==> src/rtl/instr_fetch.sv <==
// instr_fetch: initiator side of the instruction-memory read port.
// Owns the program counter, samples the combinational ROM word for the
// current pc, and queues {pc, inst} pairs in a 2-entry in-order buffer that
// feeds decode over a valid/ready handshake. A redirect flushes the buffer
// and reloads the pc. An all-zero word stops fetching until a redirect.
//
// Ports:
//   clk            - clock, rising-edge active
//   rst_n          - asynchronous active-low reset
//   pc             - fetch address to instruction memory (registered)
//   inst           - instruction word for pc (combinational from memory)
//   redirect_valid - load redirect_pc into the pc this cycle
//   redirect_pc    - redirect target (low two bits ignored)
//   out_valid      - buffer head holds a valid instruction
//   out_ready      - decode accepts the head this cycle
//   out_inst       - head instruction word
//   out_pc         - pc of the head instruction
//   halted         - fetch stopped on a zero word
module instr_fetch #(
  parameter logic [31:0] RESET_PC = 32'h0000_0000,
  parameter int unsigned PC_STEP  = 4
) (
  input  logic        clk,
  input  logic        rst_n,
  output logic [31:0] pc,
  input  logic [31:0] inst,
  input  logic        redirect_valid,
  input  logic [31:0] redirect_pc,
  output logic        out_valid,
  input  logic        out_ready,
  output logic [31:0] out_inst,
  output logic [31:0] out_pc,
  output logic        halted
);

  typedef enum logic {RUN, HALT} state_e;

  localparam logic [31:0] RESET_PC_AL = RESET_PC & ~32'h3;
  localparam logic [31:0] STEP        = 32'(PC_STEP);

  state_e      state_q;
  logic        halted_q;
  logic [31:0] pc_q, pc_d;
  logic [1:0]  cnt_q, cnt_d;
  // Entry 0 is the head and drives the outputs directly.
  logic [31:0] e0_pc_q, e0_pc_d, e0_inst_q, e0_inst_d;
  logic [31:0] e1_pc_q, e1_pc_d, e1_inst_q, e1_inst_d;

  logic pop, fire, push, zero_hit;

  assign pop      = (cnt_q != 2'd0) & out_ready;
  assign fire     = (state_q == RUN) & ~redirect_valid & ((cnt_q != 2'd2) | pop);
  assign push     = fire & (inst != 32'd0);
  assign zero_hit = fire & (inst == 32'd0);

  always_comb begin
    pc_d      = pc_q;
    cnt_d     = cnt_q;
    e0_pc_d   = e0_pc_q;
    e0_inst_d = e0_inst_q;
    e1_pc_d   = e1_pc_q;
    e1_inst_d = e1_inst_q;
    if (redirect_valid) begin
      // Flush wins over any concurrent pop; stale data stays but is invalid.
      cnt_d = 2'd0;
      pc_d  = redirect_pc & ~32'h3;
    end else begin
      if (push) pc_d = pc_q + STEP;
      if (pop && push) begin
        if (cnt_q == 2'd2) begin
          e0_pc_d   = e1_pc_q;
          e0_inst_d = e1_inst_q;
          e1_pc_d   = pc_q;
          e1_inst_d = inst;
        end else begin
          e0_pc_d   = pc_q;
          e0_inst_d = inst;
        end
      end else if (pop) begin
        // Shifting entry 1 forward is harmless when it is empty.
        e0_pc_d   = e1_pc_q;
        e0_inst_d = e1_inst_q;
        cnt_d     = cnt_q - 2'd1;
      end else if (push) begin
        if (cnt_q == 2'd0) begin
          e0_pc_d   = pc_q;
          e0_inst_d = inst;
        end else begin
          e1_pc_d   = pc_q;
          e1_inst_d = inst;
        end
        cnt_d = cnt_q + 2'd1;
      end
    end
  end

  always_ff @(posedge clk or negedge rst_n) begin
    if (!rst_n) begin
      pc_q      <= RESET_PC_AL;
      cnt_q     <= 2'd0;
      e0_pc_q   <= 32'd0;
      e0_inst_q <= 32'd0;
      e1_pc_q   <= 32'd0;
      e1_inst_q <= 32'd0;
    end else begin
      pc_q      <= pc_d;
      cnt_q     <= cnt_d;
      e0_pc_q   <= e0_pc_d;
      e0_inst_q <= e0_inst_d;
      e1_pc_q   <= e1_pc_d;
      e1_inst_q <= e1_inst_d;
    end
  end

  // Run/halt control with registered halted flag.
  always_ff @(posedge clk or negedge rst_n) begin
    if (!rst_n) begin
      state_q  <= RUN;
      halted_q <= 1'b0;
    end else begin
      case (state_q)
        RUN: begin
          if (!redirect_valid && zero_hit) begin
            state_q  <= HALT;
            halted_q <= 1'b1;
          end
        end
        HALT: begin
          if (redirect_valid) begin
            state_q  <= RUN;
            halted_q <= 1'b0;
          end
        end
        default: begin
          state_q  <= RUN;
          halted_q <= 1'b0;
        end
      endcase
    end
  end

  assign pc        = pc_q;
  assign out_valid = (cnt_q != 2'd0);
  assign out_inst  = e0_inst_q;
  assign out_pc    = e0_pc_q;
  assign halted    = halted_q;

endmodule

==> config.mk <==
export PLATFORM = sky130hd
export DESIGN_NAME = instr_fetch
export DESIGN_NICKNAME = d
export VERILOG_FILES = /design/src/rtl/instr_fetch.sv
export SDC_FILE = /design/constraint.sdc
export NUM_CORES = 1
export LEC_CHECK = 0
export CAP_MARGIN = 5
export CORE_ASPECT_RATIO = 1.75
export CORE_MARGIN = 10
export CORE_UTILIZATION = 25
export CTS_BUF_LIST = sky130_fd_sc_hd__clkbuf_8
export CTS_CLUSTER_SIZE = 12
export DETAILED_ROUTE_END_ITERATION = 16
export PLACE_DENSITY = 0.42
export SLEW_MARGIN = 20
export SYNTH_ARGS = -nofsm -noshare
export SYNTH_HDL_FRONTEND = slang
export SYNTH_SLANG_ARGS = --single-unit
==> constraint.sdc <==
create_clock -name clk -period 5.4 [get_ports clk]
set_input_delay 1.08 -clock clk [delete_from_list [all_inputs] [get_ports clk]]
set_output_delay 1.08 -clock clk [all_outputs]
set_load 0.02 [all_outputs]
# Word-level counts from Yosys, hierarchy flattened
# Cells that the tools add are included.
totals:
  regBits: 164
  in_bits: 68
  output_inout_bits: 98
  wordCells: 75
op_classes:
  n_addsub: 3
  eq_ne: 8
  n_mux: 32
  bitwise_logic: 8
  reduce_logical: 16
op_table:
  columns: ["op", "n"]
  rows:
  - ["two-way mux 32 bit", 22]
  - ["adder 32 x 3 -> 32 bit, second input constant", 1]
  - ["zero test 32 bit", 1]
  - ["nonzero test 32 bit", 1]
  - ["nonzero test 3 bit", 3]
  - ["two-way mux 2 bit", 4]
  - ["!= test 2 bit, second input constant", 4]
  - ["!= test 2 x 1 -> 1 bit, second input constant", 3]
  - ["nonzero test 2 bit", 3]
  - ["AND 1 bit", 5]
  - ["AND reduction 5 bit", 1]
  - ["two-way mux 1 bit", 4]
  - ["case mux 1 bit (2 select lines)", 2]
  - ["AND reduction 2 bit", 2]
  - ["AND reduction 3 bit", 1]
  - ["adder 2 x 1 -> 2 bit, second input constant", 1]
  - ["equality test 2 bit, second input constant", 1]
  - ["logical AND 1 bit", 2]
  - ["zero test 2 bit", 1]
  - ["NOT 1 bit", 2]
  - ["subtractor 2 x 1 -> 2 bit, second input constant", 1]
  - ["zero test 1 bit", 1]
  - ["bitwise OR 1 bit", 1]

# Depth between registers and ports, before layout
depth:
  depth_word: 9
  depth_mapped: 8
  mapped_depth_nobuf: 6

# Least setup slack after synthesis
# No wires, ideal clock.
synth_path:
  path_type: "in2reg"
  from: "input redirect_valid"
  to: "register e0_inst_q[0], in the netlist out_inst[0]"
  setup_ns: 0.125
  arrival_time_ns: 2.593
  t_required_ns: 5.275
  setup_slack_ns: 2.682
  cell_stages: 8
  path_buffers: 3
  cell_sequence: "clkbuf_1 -> nor2_1 -> o21ai_1 -> a21o_1 -> buf_2 -> o22ai_4 -> buf_4 -> mux2_2"
synth_via:
  elab_chain_cells: 7
  word_cells_on_any_way: 9
  cone_classes: "mux: 1; bitwise: 4; reduce/logical: 4"
synth_lines:
  columns: ["item", "line_no", "rtl"]
  rows:
  - ["start, declared", "27", "input logic redirect_valid,"]
  - ["NOT 1 bit (no line) *", null, null]
  - ["AND 1 bit (2 in a row)", "52", "assign fire = (state_q == RUN) & ~redirect_valid & ((cnt_q != 2'd2) | pop);"]
  - ["AND 1 bit", "53", "assign push = fire & (inst != 32'd0);"]
  - ["logical AND 1 bit", "69", "if (pop && push) begin"]
  - ["nonzero test 3 bit (no line)", null, null]
  - ["AND reduction 3 bit (no line)", null, null]
  - ["end signal, assigned", "109", "e0_inst_q <= e0_inst_d;"]
  - ["end, declared", "46", "logic [31:0] e0_pc_q, e0_pc_d, e0_inst_q, e0_inst_d;"]
# Every way passes the cells marked *; elsewhere a longest branch is shown, timed or not.
# A chain may end at the register's enable or synchronous reset.

# Final worst setup path
layout_path:
  from: "input inst[5]"
  to: "register e0_pc_q[14], in the netlist out_pc[14]"
layout_via:
  elab_chain_cells: 5
  word_cells_on_any_way: 7
  cone_classes: "mux: 1; bitwise: 1; reduce/logical: 5"
layout_lines:
  columns: ["item", "line_no", "rtl"]
  rows:
  - ["start, declared", "26", "input logic [31:0] inst,"]
  - ["nonzero test 32 bit *", "53", null]
  - ["AND 1 bit *", "53", null]
  - ["logical AND 1 bit", "69", null]
  - ["nonzero test 3 bit (no line)", null, null]
  - ["AND reduction 3 bit (no line)", null, null]
  - ["end signal, assigned", "108", "e0_pc_q <= e0_pc_d;"]
  - ["end, declared", "46", null]
# Marked as above.

==> results.yml <==
clock_network:
  cts_buffer_depth: 2
  cts_max_level: 4
  cts_root_buffer: "clkbuf_8"
  clkTransAtPathRegs_ns: 0.09
  cts_tree: "built"
  clkLatencyLatePin_ns: 0.48
  post_cts_buffers: 0
  hold_buffers: 0
  cts.sinks: 158
  cts_buffers: 17
  cts.repair.resized: 0
synthesis:
  synth-compound-area-share_pct: 4.91
  ys_seq_elements: 158
  synth_edf_count: 0
  yosys-top-cells-area: "dfrtp_1 (44%), mux2i_1 (21%), mux2_2 (16%)"
  avgSynthCellArea_um2: 12.1
  synth_top_area_share_pct: 43.8
  synthXorXnorAreaFrac_pct: 0.0971
  synthArstFlopShare_pct: 100
  synth_warnings: 0
  synth-simple-area-share_pct: 8.08
  synthFlopType: "dfrtp_1"
  synthAdderAreaFrac_pct: 0.139
  synth_top_family_by_area: "multiplexers"
  yosysUniqueCellTypes: 52
  yosys.area.top_type: "dfrtp_1"
  synth-seq-area-share_pct: 43.8
  syn_inst: 745
  netlist_area_um2: 9020
  synth.area.mux_share_pct: 38.5
timing:
  setup_viol: 0
  tightest_slew_ns: 0.924
  min_period_ns: 3.66
  fin_skew_ns: 0.0184
  setup_tns_ns: 0
  grt_setup_unrepaired: "false"
  final_hold_viol_count: 0
  hold_ws_ns: 0.512
  fmax_mhz: 274
  drv_slew: 0
  max_slew_margin_pct: 38.3
  min_period_over_period_pct: 67.7
die:
  die-width_um: 164
  start_util_pct: 25.2
  die_h_um: 271
  die_area_um2: 44400
  core-area_um2: 35800
  rows: 92
  num_io_pins: 166
worst_setup_path:
  cp-start-kind: "input pin"
  cp_max_fo: 31
  setup.worst_path.end_class: "register"
  cp.required_ns: 5.77
  cp.arrival_ns: 4.02
  path_class: "in2reg"
flow_run:
  cap_viol_max_count: 0
layout:
  layout.cells.most_common: "mux2i_1"
  final_nets: 947
  ff_latch_area_um2: 3950
  final_cell_mix: "mux2i_1 (193), dfrtp_1 (158), clkdlybuf4s50_1 (157)"
  multiInputGateArea_um2: 4720
  fillers: 3661
  fin_cells: 1362
  synthToLayoutAreaGrowth_pct: 26.5
  drive_gt1_share_pct: 21.3
grt:
  grt_max_degree: 81
  antenna_found_initial: 3
  grt_pass1_wl_um: 43000
  grt-ovfl-total: 0
  grt_usage_pct: 12.8
  grt_pass1_vias: 6731
detailed_routing:
  drt_iter0_drc: 216
  ant_nets: 0
  wirelength_um: 28200
  dr.pass1.iters: 4
  drcViolationCount: 0
  via_per_inst: 4.70
  drt-wirelength-per-cell_um: 20.7
  via_count: 6402
status:
  status: "finished, final reports clean"
place:
  gp_congestion: 0.729
  io_buffers: 159
  dpl.hpwl_um: 19200
  dpl.cell_count: 1329
pwr:
  p_leak_nw: 5.49
  powerDensity_nw_per_um2: 409
  peakVddDrop_v: 0.000176
hold_path:
  hp-class: "reg2reg"
==> cells in the mapped netlist (3+ instances only) <==
cell and number:
mux2i_1 193, buf_6 6, mux2_1 5, nand3_2 3, a211o_1 7, o21ai_0 16, o31a_1 3, nor4_1 14
nor2_1 8, nor4b_1 4, dfrtp_1 158, nand2_1 33, and4_1 5, buf_4 14, nand4_1 8, inv_1 10
and2_1 6, nor3_1 11, and3_1 7, clkbuf_1 18, a221o_1 14, mux2_2 132, nand3_1 14, buf_2 21
==> registers in the layout, summed over array words and instances (netlist names) <==
signal and cells:
e1_inst_q 32, e1_pc_q 30, state_q 1, out_pc 30, cnt_q 2, halted 1, out_inst 32, pc 30
==> path summary, 6_finish.rpt <==
kind / start / endpoint / slack, ns / cells past startpoint
worst max register to register: cnt_q[1] / out_pc[14] / 2.51 / 6
max in group asynchronous: rst_n / out_inst[20] / 3.58 / 2
worst min register to register: out_pc[4] / out_pc[4] / 0.51 / 1
worst min-delay path: out_pc[4] / out_pc[4] / 0.51 / 1
min in group asynchronous: rst_n / out_inst[6] / 0.63 / 1
worst max-delay path: inst[5] / out_pc[14] / 1.74 / 7
==> layout make-up <==
| cell class | count | share of cell area, % |
|---|---|---|
| diodes | 1 | 0.0219 |
| inverters | 10 | 0.329 |
| clock inverters | 14 | 1.25 |
| flip-flops and latches | 158 | 34.6 |
| multi-input cells | 518 | 41.4 |
| clock buffers | 18 | 2.17 |
| repair buffers | 173 | 15.1 |
| well taps | 470 | 5.15 |
==> kinds of logic (layout without fill, tap and decap cells) <==
| group | after synthesis | in the layout |
|---|---|---|
| flops | 158 | 158 |
| compound gates | 56 | 56 |
| simple gates | 126 | 126 |
| xor+xnor | 1 | 1 |
| fa+ha+maj | 1 | 1 |
| buf+inv | 72 | 215 |
| mux | 330 | 330 |
| other cells | 1 | 5 |
==> power by group <==
part / internal [mW] / switching [mW] / leakage, nW / total (mW)
Combinational: 0.957 / 0.812 / 3.46 / 1.77
Clock: 0.423 / 0.499 / 0.194 / 0.921
Sequential: 1.63 / 0.343 / 1.84 / 1.97
Total: 3.01 / 1.65 / 5.49 / 4.66
==> stage by stage <==
stage | instance area, um^2 | utilization, % | worst slack (ns) | total power [mW]
after global routing | 11400 | 31.9 | 1.63 | 4.98
after detailed placement | 11000 | 30.8 | 1.10 | 3.82
final | 11400 | 31.9 | 1.74 | 4.66
after floorplan | 9030 | - | 2.68 | 2.99
after global placement | 11000 | 30.8 | 1.12 | 3.79
after CTS | 11400 | 31.9 | 1.64 | 4.78
==> layer usage <==
layer | track usage (%) | share of wire [%]
met5 | 0 | 0.075
met4 | 4.48 | 1.9
met3 | 3.52 | 5.1
met2 | 23.1 | 54
met1 | 13.8 | 39
==> worst max-delay path, stage by stage <==
cell and delay [ns]:
clkdlybuf4s50_1 0.49, nor4_1 0.54, and4_1 0.48, a211o_4 0.62
buf_4 0.37, mux2i_1 0.14, mux2_2 0.27
No activity file was read; power rests on OpenSTA's default activity.
